`config.mk`:
```
export PLATFORM = sky130hd
export DESIGN_NAME = seg_scan_decoder
export DESIGN_NICKNAME = d
export VERILOG_FILES = /design/src/rtl/seg_scan_decoder.sv
export SDC_FILE = /design/constraint.sdc
export NUM_CORES = 1
export LEC_CHECK = 0
export CORE_MARGIN = 10
export CORE_UTILIZATION = 50
export DETAILED_ROUTE_END_ITERATION = 8
export HOLD_SLACK_MARGIN = 0.03
export PLACE_DENSITY = 0.73
export RECOVER_POWER = 100
export SYNTH_ARGS = -nofsm -noshare
export SYNTH_HDL_FRONTEND = slang
export SYNTH_SLANG_ARGS = --single-unit
```
`constraint.sdc`:
```
create_clock -name clk -period 3.2 [get_ports clk]
set_input_delay 0.48 -clock clk [delete_from_list [all_inputs] [get_ports clk]]
set_output_delay 0.48 -clock clk [all_outputs]
set_load 0.02 [all_outputs]
```
`src/rtl/seg_scan_decoder.sv`:
```
// Reads a multiplexed 7-segment bus back into a hex frame: sync, debounce per digit,
// glyph decode, frame assembly and a valid/ready output with overrun detection.
module seg_scan_decoder #(
  parameter int NUM_DIGITS    = 4,
  parameter int STABLE_CYCLES = 4,
  parameter bit SEG_ACT_LOW   = 1'b1,
  parameter bit AN_ACT_LOW    = 1'b1
) (
  input  logic                    clk,
  input  logic                    rst,
  input  logic [7:0]              seg_in,
  input  logic [NUM_DIGITS-1:0]   dig_an,
  output logic [4*NUM_DIGITS-1:0] value_out,
  output logic [NUM_DIGITS-1:0]   dp_out,
  output logic                    out_valid,
  input  logic                    out_ready,
  output logic                    overrun,
  output logic                    bad_pattern
);

  localparam int CW = $clog2(STABLE_CYCLES + 1);
  localparam int IW = (NUM_DIGITS > 1) ? $clog2(NUM_DIGITS) : 1;

  typedef enum logic [1:0] {IDLE, COUNT, LOCKED} state_t;

  state_t                  state;
  logic [CW-1:0]           cnt;
  logic [7:0]              seg_s, prev_seg;
  logic [NUM_DIGITS-1:0]   an_s, prev_an;
  logic [NUM_DIGITS-1:0]   mask;
  logic [4*NUM_DIGITS-1:0] slot_val, merged_val;
  logic [NUM_DIGITS-1:0]   slot_dp, merged_dp;
  logic [IW-1:0]           dig_idx;
  logic [3:0]              nib;
  logic                    legal, same, active, restart, accept_now, frame_done;

  // Input sync stage, normalised so that lit segments and active strobes read as 1.
  always_ff @(posedge clk or posedge rst) begin
    if (rst) begin
      seg_s    <= '0;
      an_s     <= '0;
      prev_seg <= '0;
      prev_an  <= '0;
    end else begin
      seg_s    <= SEG_ACT_LOW ? ~seg_in : seg_in;
      an_s     <= AN_ACT_LOW ? ~dig_an : dig_an;
      prev_seg <= seg_s;
      prev_an  <= an_s;
    end
  end

  always_comb begin
    legal = 1'b1;
    nib   = 4'h0;
    case (seg_s[6:0])
      7'h3F: nib = 4'h0;
      7'h06: nib = 4'h1;
      7'h5B: nib = 4'h2;
      7'h4F: nib = 4'h3;
      7'h66: nib = 4'h4;
      7'h6D: nib = 4'h5;
      7'h7D: nib = 4'h6;
      7'h07: nib = 4'h7;
      7'h7F: nib = 4'h8;
      7'h6F: nib = 4'h9;
      7'h77: nib = 4'hA;
      7'h7C: nib = 4'hB;
      7'h39: nib = 4'hC;
      7'h5E: nib = 4'hD;
      7'h79: nib = 4'hE;
      7'h71: nib = 4'hF;
      default: legal = 1'b0;
    endcase
  end

  always_comb begin
    dig_idx = '0;
    for (int i = 0; i < NUM_DIGITS; i++) begin
      if (an_s[i]) dig_idx = IW'(i);
    end
  end

  // A sample that is blank or lacks exactly one strobe never starts a debounce.
  assign same       = ({seg_s, an_s} == {prev_seg, prev_an});
  assign active     = $onehot(an_s) && (seg_s[6:0] != 7'h00);
  assign restart    = active && ((state == IDLE) || !same);
  assign accept_now = (restart && (STABLE_CYCLES == 1)) ||
                      ((state == COUNT) && same && (cnt == CW'(STABLE_CYCLES - 1)));
  assign frame_done = accept_now && legal && (&(mask | an_s));

  always_comb begin
    merged_val = slot_val;
    merged_dp  = slot_dp;
    merged_val[4*int'(dig_idx) +: 4] = nib;
    merged_dp[dig_idx]               = seg_s[7];
  end

  always_ff @(posedge clk or posedge rst) begin
    if (rst) begin
      state <= IDLE;
      cnt   <= '0;
    end else if (accept_now) begin
      state <= LOCKED;
      cnt   <= CW'(STABLE_CYCLES);
    end else if (restart) begin
      state <= COUNT;
      cnt   <= CW'(1);
    end else if ((state == COUNT) && same) begin
      cnt <= cnt + 1'b1;
    end else if (!active) begin
      state <= IDLE;
      cnt   <= '0;
    end
  end

  // Frame assembly and output handshake; a completing frame takes priority over the drain.
  always_ff @(posedge clk or posedge rst) begin
    if (rst) begin
      slot_val    <= '0;
      slot_dp     <= '0;
      mask        <= '0;
      value_out   <= '0;
      dp_out      <= '0;
      out_valid   <= 1'b0;
      overrun     <= 1'b0;
      bad_pattern <= 1'b0;
    end else begin
      bad_pattern <= accept_now && !legal;
      if (accept_now && legal) begin
        slot_val <= merged_val;
        slot_dp  <= merged_dp;
        mask     <= frame_done ? '0 : (mask | an_s);
      end
      if (frame_done) begin
        if (!out_valid || out_ready) begin
          value_out <= merged_val;
          dp_out    <= merged_dp;
          out_valid <= 1'b1;
        end else begin
          overrun <= 1'b1;
        end
      end else if (out_valid && out_ready) begin
        out_valid <= 1'b0;
      end
    end
  end

endmodule

```
==> reports/metrics.cfg <==
[floorplanning]
io_pins = 38
die_height_um = 108
fp-row-count = 32
core-area_um2 = 7650
die_w_um = 108
start_util = 0.507
dieArea_um2 = 11700

[yosys]
synth_top_area_frac = 0.491
yosys.cell_types.count = 59
synth_area_per_cell_um2 = 11.1
synthArstFlopShare = 1.00
syn_nets = 377
ys_dominant_reg_cell = dfrtp_1
synth_area_leader_cell = dfrtp_1
syn_area_um2 = 3870
synth-edff-count = 0
yosys-top-cells-count = 76 x dfrtp_1, 47 x inv_1, 21 x o22ai_1
netlist_instances = 350
ys_ff_latch = 76
synth_most_common_cell = dfrtp_1
yosysWarnings = 0
ys_seq_area_frac = 0.491
ys_top_cells_by_area = dfrtp_1 49%, mux2_4 7.8%, inv_1 4.6%

[timing]
rsz0062_at_grt = false
setup_slack_ns = 0.337
slew_headroom = 0.217
setup-tns-final_ns = 0
hold_viol = 0
worst_pin_slew_ns = 1.17
maxSlewViolCount = 0
post-route-period-util = 0.895
worst_hold_slack_ns = 0.460
fmax_ghz = 0.349
finalClockSkew_ns = 0.0124
finalSetupViolCount = 0
finalCriticalPeriod_ns = 2.86

[cts]
numCtsBuffers = 9
hold_buffers = 0
cts_max_path_buffers = 2
root_buffer = clkbuf_8
cts.clk_slew.worst_paths_ns = 0.08
clkLatencyLatePin_ns = 0.35
postCtsSetupRepairBufs = 0
cts_resized = 0
cts.sinks = 76
cts_tree = done
cts_max_level = 3

[placed_design]
hpwl_um = 5690
dpl_worst_slack_ns = 0.518
port_buffers = 37
gp_routability_congestion = 0.889
dp.cells = 479

[power]
vdd_drop_max_uv = 202
power_per_cell_area_nw_per_um2 = 413
p_leak_nw = 2.06

[worst_setup_path]
worstSetupEndpointType = flop
cp.required_ns = 3.43
cp_slowest_cell = dfrtp_1
crit_chain = xor2_1 -> nor4_1 -> nand3_2 -> or4_1 -> nor3b_4 -> buf_12 -> mux2_1
cp.arrival_ns = 3.09
worst-path-buf-inv = 1
slowest_delay_ns = 0.67
crit_path_max_fanout = 20
critPathKind = reg2reg
cp_top_family = simple AND/OR/NAND/NOR gates
cp-start-kind = flop

[global_routing]
grt_pass1_wl_um = 13700
grt_overflow = 0
gr-usage-all-layers = 0.145
antenna_found_initial = 0
grt_pass1_vias = 2783
grt_max_degree = 30

[status]
outcome = finished, final reports clean

[cells_and_area]
fin_nets = 415
area_growth_pct = 15.1
diodes = 0
fillers = 635
drive_above_1_share = 0.117
final_util = 0.583
final_cells = 495

[flow_run]
cap_violations = 0

[detailed_routing]
detail_route.wl_per_cell_um = 16.0
drt-vias-per-instance = 5.57
dr.pass1.iters = 4
drc = 0
vias = 2756
final_antenna_net_count = 0
initialDrtViolationCount = 171
drt_wl_total_um = 7920

[hold_path]
min_path_type = reg2reg

## metal layers
metal  vias up  wire (um)  GRT usage
met5         -          0          0
met4         0         97     0.0601
met3         9        437     0.0321
met2        67       3680      0.220
met1      1356       3710      0.195
li1       1324          -          -
## sequential cells by signal, summed over array words and instances, names as in the netlist, 2 cells and up
register / flops
cnt: 3
mask: 4
dp_out: 4
prev_seg: 8
state: 2
slot_val: 16
slot_dp: 4
prev_an: 4
seg_s: 8
an_s: 4
value_out: 16
## report_power, final
part,switching [mW],internal [mW]
Combinational,0.0968,0.0712
Clock,0.370,0.284
Sequential,0.0366,0.982
Total,0.504,1.34
## placed cells by master, fill, tap and decap left out, types with 3 or more instances in the layout
master,synthesis,final
dfrtp_1,76,76
mux2_1,0,16
o2bb2ai_1,16,16
nand4b_1,4,4
nand2b_1,4,4
a31oi_1,9,9
nor2_1,14,14
o21ai_0,5,5
buf_4,0,5
nand3_1,13,13
xor2_1,10,10
nand3b_1,3,3
a21oi_1,8,8
ha_1,11,11
nor3_1,4,4
a31o_2,3,3
inv_1,47,47
o22ai_1,21,21
dlygate4sd3_1,0,36
nand2_1,13,13
a211oi_1,3,3
or2_2,4,4
mux2_4,20,4
clkbuf_8,0,9
## cell families after synthesis
logic type	share of synthesized area
simple gates	0.130
compound gates	0.153
flops	0.491
buf+inv	0.0714
mux	0.0830
xor+xnor	0.0310
fa+ha+maj	0.0407
## path summary, 6_finish.rpt
path | from | endpoint | slack [ns] | cells after the start
worst max-delay path | seg_s[4] | value_out[14] | 0.34 | 7
worst min-delay path | overrun | overrun | 0.46 | 1
worst min register to register | overrun | overrun | 0.46 | 1
min in group asynchronous | rst | value_out[13] | 0.87 | 2
max in group asynchronous | rst | dp_out[2] | 0.70 | 3
worst max register to register | seg_s[4] | value_out[14] | 0.34 | 7
## area by class of cell
cell class	count	area, um^2	share of cell area
clock buffers	9	124	0.0278
multi-input cells	209	1630	0.365
well taps	102	128	0.0286
clock inverters	7	51.3	0.0115
flip-flops and latches	76	1900	0.427
inverters	47	176	0.0396
repair buffers	45	452	0.101
## stage by stage
stage | area, um^2 | total power [mW]
after floorplan | 3870 | 1.16
after CTS | 4530 | 1.86
final | 4460 | 1.84
after global routing | 4460 | 1.93
after global placement | 4360 | 1.21
after detailed placement | 4360 | 1.21
Note: power is estimated with default switching activity, not from simulation.
